`config.mk`:
```
export PLATFORM = sky130hd
export DESIGN_NAME = pipeline_ctrl
export DESIGN_NICKNAME = d
export VERILOG_FILES = /design/src/rtl/mips_pkg.sv /design/src/rtl/pipeline_ctrl_decode.sv /design/src/rtl/pipeline_ctrl.sv
export SDC_FILE = /design/constraint.sdc
export NUM_CORES = 1
export LEC_CHECK = 0
export ABC_AREA = 1
export CAP_MARGIN = 20
export CORE_UTILIZATION = 45
export DETAILED_ROUTE_END_ITERATION = 6
export PLACE_DENSITY = 0.82
export SLEW_MARGIN = 15
export SYNTH_ARGS = -nofsm -noshare
export SYNTH_HDL_FRONTEND = slang
export SYNTH_SLANG_ARGS = --single-unit
```
`constraint.sdc`:
```
create_clock -name clk -period 3.3 [get_ports clk]
set_input_delay 0.825 -clock clk [delete_from_list [all_inputs] [get_ports clk]]
set_output_delay 0.825 -clock clk [all_outputs]
set_load 0.05 [all_outputs]
```
`src/rtl/mips_pkg.sv`:
```
// Shared MIPS encodings and pipeline-controller types.
// Opcodes follow this core's custom encoding, not the standard MIPS one.
package mips_pkg;

    localparam logic [5:0] OP_RTYPE = 6'b011001;
    localparam logic [5:0] OP_LW    = 6'b101111;
    localparam logic [5:0] OP_SW    = 6'b110000;
    localparam logic [5:0] OP_BNE   = 6'b110001;
    localparam logic [5:0] OP_ADDI  = 6'b110010;
    localparam logic [5:0] OP_ORI   = 6'b110011;
    localparam logic [5:0] OP_JMP   = 6'b000010;

    localparam logic [5:0] FN_ADD   = 6'b100000;
    localparam logic [5:0] FN_SUB   = 6'b100010;
    localparam logic [5:0] FN_AND   = 6'b100100;
    localparam logic [5:0] FN_OR    = 6'b100101;
    localparam logic [5:0] FN_MUL   = 6'b110010;

    typedef enum logic {
        ST_RUN      = 1'b0,
        ST_MUL_WAIT = 1'b1
    } ctrl_state_e;

endpackage

```
`src/rtl/pipeline_ctrl_decode.sv`:
```
// Register-usage decoder: which architectural registers an instruction reads
// and writes, plus load/MUL class flags. Purely combinational.
module reg_use_decode
    import mips_pkg::*;
(
    input  logic [31:0] instr_i,
    output logic [4:0]  src1_o,
    output logic [4:0]  src2_o,
    output logic [4:0]  dst_o,
    output logic        src1_use_o,
    output logic        src2_use_o,
    output logic        dst_use_o,
    output logic        is_load_o,
    output logic        is_mul_o
);

    logic [5:0] opcode;
    logic [5:0] funct;
    logic       unused_shamt;

    assign opcode       = instr_i[31:26];
    assign funct        = instr_i[5:0];
    assign unused_shamt = ^instr_i[10:6];

    always_comb begin
        src1_o     = instr_i[25:21];
        src2_o     = instr_i[20:16];
        dst_o      = '0;
        src1_use_o = 1'b0;
        src2_use_o = 1'b0;
        dst_use_o  = 1'b0;
        is_load_o  = 1'b0;
        is_mul_o   = 1'b0;
        case (opcode)
            OP_RTYPE: begin
                src1_use_o = 1'b1;
                src2_use_o = 1'b1;
                dst_o      = instr_i[15:11];
                dst_use_o  = 1'b1;
                is_mul_o   = (funct == FN_MUL);
            end
            OP_LW: begin
                src1_use_o = 1'b1;
                dst_o      = instr_i[20:16];
                dst_use_o  = 1'b1;
                is_load_o  = 1'b1;
            end
            OP_ADDI, OP_ORI: begin
                src1_use_o = 1'b1;
                dst_o      = instr_i[20:16];
                dst_use_o  = 1'b1;
            end
            OP_SW, OP_BNE: begin
                src1_use_o = 1'b1;
                src2_use_o = 1'b1;
            end
            default: ;
        endcase
    end

endmodule

```
`src/rtl/pipeline_ctrl.sv`:
```
// Pipeline sequencing controller: load-use stalls, multi-cycle MUL occupancy
// of EX, branch/jump squashing and a saturating stall counter.
module pipeline_ctrl
    import mips_pkg::*;
#(
    parameter int unsigned MUL_CYCLES = 4,
    parameter int unsigned CNT_W      = 16
) (
    input  logic             clk,
    input  logic             rst,
    input  logic [31:0]      id_instr,
    input  logic             id_valid,
    input  logic             ex_branch_taken,
    input  logic             id_jmp,
    output logic             pc_en,
    output logic             ifid_en,
    output logic             ifid_flush,
    output logic             idex_en,
    output logic             idex_flush,
    output logic             exmem_bubble,
    output logic             mul_busy,
    output logic [CNT_W-1:0] stall_count
);

    ctrl_state_e      state_q, state_d;
    logic [3:0]       mul_cnt_q, mul_cnt_d;
    logic             ex_valid_q, ex_valid_d;
    logic             ex_is_load_q, ex_is_load_d;
    logic [4:0]       ex_dst_q, ex_dst_d;
    logic [CNT_W-1:0] stall_cnt_q, stall_cnt_d;

    logic [4:0] src1, src2, dst;
    logic       src1_use, src2_use, dst_use, is_load, is_mul;
    logic       load_use;

    reg_use_decode u_decode (
        .instr_i    (id_instr),
        .src1_o     (src1),
        .src2_o     (src2),
        .dst_o      (dst),
        .src1_use_o (src1_use),
        .src2_use_o (src2_use),
        .dst_use_o  (dst_use),
        .is_load_o  (is_load),
        .is_mul_o   (is_mul)
    );

    assign load_use = ex_valid_q & ex_is_load_q & id_valid & (ex_dst_q != 5'd0) &
                      ((src1_use & (src1 == ex_dst_q)) | (src2_use & (src2 == ex_dst_q)));

    always_comb begin
        pc_en        = 1'b1;
        ifid_en      = 1'b1;
        ifid_flush   = 1'b0;
        idex_en      = 1'b1;
        idex_flush   = 1'b0;
        exmem_bubble = 1'b0;
        mul_busy     = 1'b0;
        state_d      = state_q;
        mul_cnt_d    = mul_cnt_q;

        if (rst) begin
            pc_en        = 1'b0;
            ifid_flush   = 1'b1;
            idex_flush   = 1'b1;
            exmem_bubble = 1'b1;
        end else if (state_q == ST_MUL_WAIT) begin
            pc_en        = 1'b0;
            ifid_en      = 1'b0;
            idex_en      = 1'b0;
            exmem_bubble = 1'b1;
            mul_busy     = 1'b1;
            mul_cnt_d    = mul_cnt_q - 4'd1;
            if (mul_cnt_q == 4'd1) begin
                state_d = ST_RUN;
            end
        end else if (ex_branch_taken) begin
            ifid_flush = 1'b1;
            idex_flush = 1'b1;
        end else if (load_use) begin
            pc_en      = 1'b0;
            ifid_en    = 1'b0;
            idex_flush = 1'b1;
        end else if (id_jmp & id_valid) begin
            ifid_flush = 1'b1;
        end

        // A MUL only occupies EX if it actually entered ID/EX unsquashed.
        if (!rst && state_q == ST_RUN && idex_en && !idex_flush && id_valid && is_mul &&
            MUL_CYCLES > 1) begin
            state_d   = ST_MUL_WAIT;
            mul_cnt_d = 4'(MUL_CYCLES - 1);
        end

        ex_valid_d   = ex_valid_q;
        ex_is_load_d = ex_is_load_q;
        ex_dst_d     = ex_dst_q;
        if (idex_en) begin
            if (idex_flush || !id_valid) begin
                ex_valid_d   = 1'b0;
                ex_is_load_d = 1'b0;
                ex_dst_d     = '0;
            end else begin
                ex_valid_d   = 1'b1;
                ex_is_load_d = is_load;
                ex_dst_d     = dst_use ? dst : 5'd0;
            end
        end

        stall_cnt_d = stall_cnt_q;
        if (!rst && !pc_en && stall_cnt_q != '1) begin
            stall_cnt_d = stall_cnt_q + CNT_W'(1);
        end
    end

    always_ff @(posedge clk) begin
        if (rst) begin
            state_q      <= ST_RUN;
            mul_cnt_q    <= '0;
            ex_valid_q   <= 1'b0;
            ex_is_load_q <= 1'b0;
            ex_dst_q     <= '0;
            stall_cnt_q  <= '0;
        end else begin
            state_q      <= state_d;
            mul_cnt_q    <= mul_cnt_d;
            ex_valid_q   <= ex_valid_d;
            ex_is_load_q <= ex_is_load_d;
            ex_dst_q     <= ex_dst_d;
            stall_cnt_q  <= stall_cnt_d;
        end
    end

    assign stall_count = stall_cnt_q;

endmodule

```
-- Yosys cells after proc, flatten, opt, wreduce, memory -nomap -nowiden
Index checks and enable logic that the tools add are counted.
- memory bits (read-only): 0
- latch bits: 0
- memories kept: 0
- flip-flop bits (word level): 28
- RAM bits: 0
- bits of input ports: 37
- logic and storage cells: 82
- divide/modulo/power cells: 0
- bitwise logic cells: 9
- magnitude comparators: 0
- shift operators: 0
- equal/unequal tests: 11
- $add $sub $neg: 2
- $mul: 0
- multiplexer cells: 34
- reductions and logical operators: 19
- operator list (operator ; count):
    $eq A6 B6 Y1 const B ; 6
    $mux W1 ; 29
    $add A16 B1 Y16 const B ; 1
    $ne A16 B16 Y1 const B ; 1
    $eq A5 B5 Y1 ; 2
    $mux W5 ; 2
    $pmux W5 S2 ; 1
    $and A1 B1 Y1 ; 7
    $logic_and A1 B1 Y1 ; 7
    $eq A6 B5 Y1 const B ; 1
    $reduce_or A3 Y1 ; 2
    $reduce_or A6 Y1 ; 1
    $reduce_bool A5 Y1 ; 1
    $eq A4 B1 Y1 const B ; 1
    $logic_not A1 Y1 ; 4
    $mux W2 ; 2
    $reduce_or A4 Y1 ; 1
    $sub A4 B1 Y4 const B ; 1
    $reduce_bool A2 Y1 ; 1
    $reduce_or A2 Y1 ; 1
    $logic_or A1 B1 Y1 ; 1
    $not A1 Y1 ; 1
    $or A1 B1 Y1 ; 1

-- Longest topological paths before layout
Gate-level depths: netlist of the first run.
- depth after elaboration: 15
- gate-level depth with buffers: 14

-- Modules after synthesis
From an unflattened synthesis of the first run, not the netlist that was laid out.
- cells, all modules: 310
- area, all modules: 2033.2 µm²
- by module, submodules not included (module ; cells an instance ; instances ; seq. area each (µm²) ; area an instance (µm²)):
    pipeline_ctrl ; 258 ; 1 ; 560.5 ; 1747.9
    reg_use_decode ; 52 ; 1 ; 0.0 ; 285.3

-- Worst setup path before layout of the first run
Ideal clock, no wire load.
- kind: input to output
- from: in rst
- to: out ifid_flush
- buffers on the path: 3
- stages: 7
- slack: -0.287 ns
- arrival: 2.762 ns
- cells stage by stage: buf_2 > nor2_2 > inv_1 > nand2_4 > buf_8 > buf_12 > a21oi_1
- word-level cells in the longest chain between the ends: 1
- RTL lines (element ; line ; text):
    from (decl) ; pipeline_ctrl.sv:10 ; input logic rst,
    $mux W1 ; pipeline_ctrl.sv:62 ; if (rst) begin
    to (decl) ; pipeline_ctrl.sv:17 ; output logic ifid_flush,
Every way passes these cells.

-- Final worst setup path of the first run
- from: in id_instr[31]
- to: out pc_en
- word-level cells in the longest chain between the ends: 10
- elaborated cells on any way between the ends: 18
- those cells by class: eq/ne (6); mux (6); bitwise (4); reduce/logical (2)
- RTL lines (element ; line ; text):
    from (decl) ; pipeline_ctrl.sv:11 ; input logic [31:0] id_instr,
    $eq A6 B6 Y1 / $eq A6 B5 Y1 (equally long branches) ; pipeline_ctrl_decode.sv:34 ; case (opcode)
    $reduce_or A6 Y1 (no line) / $reduce_or A3 Y1 (equally long branches) ; - ;
    $mux W1 ; pipeline_ctrl_decode.sv:34 ;
    $and A1 B1 Y1 ; pipeline_ctrl.sv:49 ; ((src1_use & (src1 == ex_dst_q)) | (src2_use & (src2 == ex_dst_q)));
    $or A1 B1 Y1 * ; pipeline_ctrl.sv:49 ;
    $and A1 B1 Y1 * ; pipeline_ctrl.sv:48 ; assign load_use = ex_valid_q & ex_is_load_q & id_valid & (ex_dst_q != 5'd0) &
    $mux W1 * ; pipeline_ctrl.sv:80 ; end else if (load_use) begin
    $mux W1 * ; pipeline_ctrl.sv:77 ; end else if (ex_branch_taken) begin
    $mux W1 * ; pipeline_ctrl.sv:67 ; end else if (state_q == ST_MUL_WAIT) begin
    $mux W1 * ; pipeline_ctrl.sv:62 ;
    to (decl) ; pipeline_ctrl.sv:15 ; output logic pc_en,
Every way passes the cells marked *; elsewhere a longest branch is shown, timed or not.

==> results of run 1 <==
## cells by family (layout without fill, tap and decap cells)
family	after synthesis	count (layout)	synth area share, %
simple gates	144	144	37.5
flops	28	28	29.6
compound gates	34	34	11.3
xor+xnor	20	20	9.23
fa+ha+maj	3	3	1.98
buf+inv	42	100	10.4
## timing repair
item	4_1_cts	5_1_grt
gates resized for setup	0	12
hold endpoints to repair	0	0
setup endpoints to repair	0	2
## synth_stat cells, drive strengths merged, types with 2 or more instances
| master | instances |
|---|---|
| nor3 | 2 |
| dfxtp | 28 |
| inv | 36 |
| xnor2 | 9 |
| nand4 | 8 |
| o21ai | 9 |
| nor2 | 27 |
| a22oi | 5 |
| buf | 5 |
| xor2 | 11 |
| ha | 3 |
| a21oi | 17 |
| nor4 | 2 |
| nand3 | 30 |
| nand2 | 74 |
## placed cells by master (no fill, tap or decap)
| master | n |
|---|---|
| nand4_1 | 7 |
| nor2_1 | 20 |
| a21oi_2 | 7 |
| buf_12 | 7 |
| dlymetal6s2s_1 | 4 |
| clkbuf_8 | 3 |
| buf_4 | 6 |
| o2111ai_1 | 1 |
| o21ai_0 | 9 |
| nand3_1 | 19 |
| nor2_2 | 4 |
| o21bai_1 | 1 |
| or2_2 | 1 |
| a22oi_1 | 5 |
| o221ai_1 | 1 |
| inv_1 | 31 |
| ha_1 | 3 |
| nand2_4 | 4 |
| a21oi_1 | 10 |
| nand2_2 | 3 |
| xnor2_1 | 9 |
| xor2_1 | 11 |
| bufinv_16 | 1 |
| nand4_4 | 1 |
| nor3_1 | 2 |
| nor4_1 | 2 |
| nand3_2 | 11 |
| clkdlybuf4s50_1 | 43 |
| dfxtp_1 | 28 |
| inv_2 | 5 |
| nor2_4 | 3 |
| nand2_1 | 67 |
## power by group through the flow
stage | clock network, mW | registers, mW | logic [mW]
floorplan | 0 | 0.346 | 0.0338
global placement | 0 | 0.346 | 0.0915
detailed placement | 0 | 0.346 | 0.0927
CTS | 0.275 | 0.338 | 0.0930
global route | 0.291 | 0.338 | 0.102
finish | 0.272 | 0.338 | 0.0944
## through the flow
stage	setup TNS, ns	hold WS, ns	power, mW	area [um^2]	util, %
2_1_floorplan	0	0.427	0.380	1910	-
3_3_place_gp	0	0.443	0.437	2560	63.6
3_5_place_dp	0	0.441	0.439	2560	63.6
4_1_cts	0	0.458	0.706	2630	65.3
5_1_grt	-0.0146	0.489	0.732	2680	66.4
6_report	0	0.459	0.704	2680	66.4
## final timing paths
kind	start	to	slack [ns]
min reg2reg	ex_valid_q$_SDFFE_PP0N_	ex_valid_q$_SDFFE_PP0N_	0.46
max	id_instr[31]	pc_en	0.12
max reg2reg	stall_count[0]$_SDFFE_PP0P_	stall_count[7]$_SDFFE_PP0P_	1.34
min	ex_valid_q$_SDFFE_PP0N_	ex_valid_q$_SDFFE_PP0N_	0.46
## area by class of cell
class                           count  area share (%)
Multi-Input combinational cell    201            44.1
Timing Repair Buffer               60            24.9
Tap cell                           50            2.34
Clock inverter                      1            1.12
Inverter                           36            5.05
Sequential cell                    28            21.0
Clock buffer                        3            1.54
## flip-flops by register name (all words and copies together), names as in the netlist
signal	count
state_q	1
stall_count	16
ex_is_load_q	1
ex_dst_q	5
mul_cnt_q	4
ex_valid_q	1
## worst register-to-register path: cells and delay by family, from the launching register on
kind	cells	cell delay, ns
and+or+nand+nor	5	1.01
DFF	1	0.44
adders and majority gates	1	0.29
AOI/OAI and AO/OA	1	0.15
## routing by layer
metal	up-vias	global-route usage (%)
li1	993	-
met1	870	25.8
met5	-	0
met3	11	3.60
met4	0	7.71
met2	43	40.5
==> run summary, run 1 <==
filler cell count -> 340
total grt overflow -> 0
Via Count -> 1,917
critical path's top delay family -> buffers and inverters
largest cells by area after synthesis -> dfxtp_1 (30%), nand2_1 (14%), inv_1 (6.1%)
Crit path depth -> 13
Netlist cell types -> 32
nets -> 370
dominant synthesized flop cell -> dfxtp_1
Tcrit/Tclk final -> 96.5%
sw power -> 0.151 mW
outcome -> completed
pin count of the biggest net entering global routing -> 19
number of I/O port buffers -> 54
clock buffer depth -> 2
Post-CTS Hold Fix Bufs -> 0
Comb pwr share -> 13.4%
Cells after DPL -> 375
fin cells -> 379
I/O pins -> 60
Via density -> 5.06
area occupied by registers -> 561 um^2
Hold Path Depth -> 2
Seq/Total Area, Yosys -> 29.6%
max cap viols -> 0
final setup fails -> 0
Post-synth ARST share -> 0%
Final WS setup -> 0.116 ns
CP Launch Type -> primary input
TritonCTS clock tree -> built
Hold Path Class -> flop to flop
die height -> 66.9 um
total clock sinks -> 28
routed wl met3 -> 128 um
area of the multi-input gates -> 0.00118 mm^2
setup repair bufs after CTS -> 0
worst-skew pair later-pin latency -> 0.28 ns
DRC viols -> 0
sw frac -> 21.4%
antenna cells -> 0
min cycle time layout -> 3.18 ns
Avg Inst Size Synth -> 7.00 um^2
Peak VDD IR -> 0.000187 V
Gate Count Post-Synth -> 271
Arrival @ worst endpoint -> 2.36 ns
area delta synth->final -> 41.0%
actual slew at the worst max-slew pin -> 0.498 ns
Clock transition at path regs -> 0.09 ns
cts bufs inserted -> 3
post-synth design cell area -> 0.00190 mm^2
area leader, netlist -> dfxtp_1
Detail Route met2 WL -> 2270 um
Wirelength per Cell -> 11.9 um
power density over cell area -> 263 mW/mm^2
clock skew -> 0.0101 ns
H-tree depth -> 1
Final HPWL DP -> 3500 um
Flop pwr share -> 48.0%
syn_nets -> 311
FP Rows -> 23
GP Congestion -> 0.890
initial antenna violation count -> 0
Total GRT Usage -> 22.3%
core area -> 0.00403 mm^2
max incr delay on CP -> 0.48 ns
Post-DRT Antenna Nets -> 0
WL final -> 4520 um
Crit. End Element -> primary output
Worst Path Buf+Inv -> 5
TritonRoute pass-1 iters -> 4
top cell type's share of synthesized area -> 29.6%
starting density of the core -> 47.1%
CP cell instances -> clkdlybuf4s50_1 > inv_1 > nor2_2 > nand3_2 > nand2_4 > inv_2 > nand2_1 > nand2_1 > nand2_2 > nand2_4 > o21bai_1 > inv_1 > buf_12
cell internal pwr -> 0.553 mW
worst rel slew slack -> 66.7%
Critical Path Slowest Stage Cell -> clkdlybuf4s50_1
max frequency -> 314 MHz
WL met1 -> 2020 um
CP Max Fanout -> 5
first-pass GRT wire length -> 7720 um
number of global-route vias before repair -> 1,838
layout cells sized above 1 -> 17.0%
clk root buf -> clkbuf_8
FF+latch count, synth -> 28
synthesis warning total -> 0
Leak -> 1.10 nW
Place WS -> 0.0510 ns
top layer reached by signal wires -> met4
WS Path Type -> primary input to primary output
pins over their slew limit -> 0
number of enable flip-flop cells after synthesis -> 0
critical path required time -> 2.47 ns
Final Hold Violating Endpoints -> 0
Iter 0 DRT Violations -> 100
Die ar. -> 0.00448 mm^2
Clk network pwr share -> 38.6%
R2R cell count -> 7
die width -> 66.9 um
Note: power is estimated with default switching activity, not from simulation.
==> run 2, diff against run 1 <==
--- a/config.mk
+++ b/config.mk
@@ -10,6 +10,7 @@
 export CORE_UTILIZATION = 45
 export DETAILED_ROUTE_END_ITERATION = 6
 export PLACE_DENSITY = 0.82
+export SKIP_LAST_GASP = 1
 export SLEW_MARGIN = 15
 export SYNTH_ARGS = -nofsm -noshare
 export SYNTH_HDL_FRONTEND = slang
==> results of run 2 <==
No change in the layout: final DEF, timing and power equal those of run 1.
==> run 3, diff against run 2 <==
--- a/config.mk
+++ b/config.mk
@@ -9,7 +9,7 @@
 export CAP_MARGIN = 20
 export CORE_UTILIZATION = 45
 export DETAILED_ROUTE_END_ITERATION = 6
-export PLACE_DENSITY = 0.82
+export PLACE_DENSITY = 0.89
 export SKIP_LAST_GASP = 1
 export SLEW_MARGIN = 15
 export SYNTH_ARGS = -nofsm -noshare
==> run summary, run 3 (same netlist as run 1, synthesis figures left out) <==
fin cells -> 378
power density over cell area -> 235 mW/mm^2
starting density of the core -> 47.1%
number of I/O port buffers -> 54
WL final -> 4680 um
TritonCTS clock tree -> built
R2R cell count -> 8
Post-DRT Antenna Nets -> 0
max incr delay on CP -> 0.47 ns
CP Launch Type -> primary input
first-pass GRT wire length -> 7800 um
worst reg-to-reg setup slack -> 1.41 ns
nets -> 370
total clock sinks -> 28
CP cell instances -> clkdlybuf4s50_1 > inv_1 > nor2_4 > nand3_2 > nand2_2 > inv_1 > nand2_1 > nand2_1 > nand2_2 > nand2_2 > o21bai_1 > inv_1 > buf_12
final setup fails -> 0
Cells after DPL -> 375
total grt overflow -> 0
critical path required time -> 2.47 ns
worst hold slack -> 0.472 ns
Iter 0 DRT Violations -> 183
setup repair bufs after CTS -> 0
FF-to-FF End -> stall_count[7]$_SDFFE_PP0P_
Clock transition at path regs -> 0.09 ns
TritonRoute pass-1 iters -> 4
area delta synth->final -> 39.2%
pins over their slew limit -> 0
Final Power -> 0.621 mW
max cap viols -> 0
Via density -> 5.24
H-tree depth -> 1
Worst R2R Start -> stall_count[2]$_SDFFE_PP0P_
critical hold path startpoint -> ex_valid_q$_SDFFE_PP0N_
Peak VDD IR -> 0.000151 V
final instance area -> 0.00264 mm^2
die height -> 66.9 um
final core occ -> 65.5%
Via Count -> 1,980
Critical Path Slowest Stage Cell -> clkdlybuf4s50_1
DRC viols -> 0
worst rel slew slack -> 65.9%
core area -> 0.00403 mm^2
die width -> 66.9 um
Leak -> 1.07 nW
clk root buf -> clkbuf_8
Total GRT Usage -> 22.4%
outcome -> completed
clock skew -> 0.00128 ns
max FFs per register -> 16
worst-skew pair later-pin latency -> 0.27 ns
number of global-route vias before repair -> 1,881
Final Hold Violating Endpoints -> 0
GP Congestion -> 0.833
I/O pins -> 60
WHS Endpoint -> ex_valid_q$_SDFFE_PP0N_
layout cells sized above 1 -> 17.1%
Wirelength per Cell -> 12.4 um
pin count of the biggest net entering global routing -> 19
FP Rows -> 23
dpl cell area -> 0.00256 mm^2
commonest non-fill, non-tap cells in the layout -> nand2_1 (67), clkdlybuf4s50_1 (43), inv_1 (31), dfxtp_1 (28), nand3_1 (20)
cts bufs inserted -> 3
Tcrit/Tclk final -> 96.9%
Arrival @ worst endpoint -> 2.37 ns
Final HPWL DP -> 3560 um
min cycle time layout -> 3.20 ns
Crit. End Element -> primary output
Die ar. -> 0.00448 mm^2
actual slew at the worst max-slew pin -> 0.510 ns
antenna cells -> 0
initial antenna violation count -> 0
Hold Path Class -> flop to flop
Hold Path Depth -> 2
WS Path Type -> primary input to primary output
max frequency -> 313 MHz
commonest non-fill, non-tap cell in the layout -> nand2_1
clock buffer depth -> 2
CP Max Fanout -> 3
run 3: layer usage:
layer | vias to the layer above | wire length [um] | track usage (%)
li1 | 996 | - | -
met3 | 14 | 303 | 5.48
met2 | 87 | 2380 | 40.9
met4 | 0 | 104 | 8.24
met1 | 883 | 1890 | 24.6
met5 | - | 0 | 0
run 3: report_power, final:
group          internal [mW]  switching (mW)  total (mW)
logic                 0.0527          0.0434      0.0961
registers              0.338        0.000203       0.338
clock network         0.0820           0.105       0.187
run 3: worst max-delay path by stage:
stage	startpoint	to	slack [ns]	cells past startpoint
floorplan	rst	ifid_flush	0.09	7
global placement	id_instr[30]	pc_en	0.13	13
detailed placement	id_instr[30]	pc_en	0.04	13
CTS	id_instr[30]	pc_en	0.03	13
global route	id_instr[30]	pc_en	-0.003	13
finish	id_instr[30]	pc_en	0.10	13
run 3: layout make-up:
| class | instances | area [um^2] |
|---|---|---|
| sequential | 28 | 561 |
| timing repair buffer | 60 | 666 |
| fill | 333 | 1390 |
| tap | 50 | 62.6 |
| clock buffer | 3 | 41.3 |
| inverter | 36 | 135 |
| multi-input combinational | 201 | 1170 |
run 3: worst max-delay path: cells and delay by family:
family	cells	cell delay, ns
compound gates	1	0.15
buf+inv	5	0.81
simple gates	7	0.57
run 3: metrics by stage:
| step | setup slack, ns | setup TNS [ns] |
|---|---|---|
| after floorplan | 0.0872 | 0 |
| after global placement | 0.132 | 0 |
| after detailed placement | 0.0363 | 0 |
| after CTS | 0.0271 | 0 |
| after global routing | -0.00283 | -0.00283 |
| final | 0.101 | 0 |
run 3: timing repair:
item                                    4_1_cts  5_1_grt
endpoints found under the setup margin        0        4
endpoints found under the hold margin         0        0
hold buffers                                  0        0
gates resized for setup                       0       12
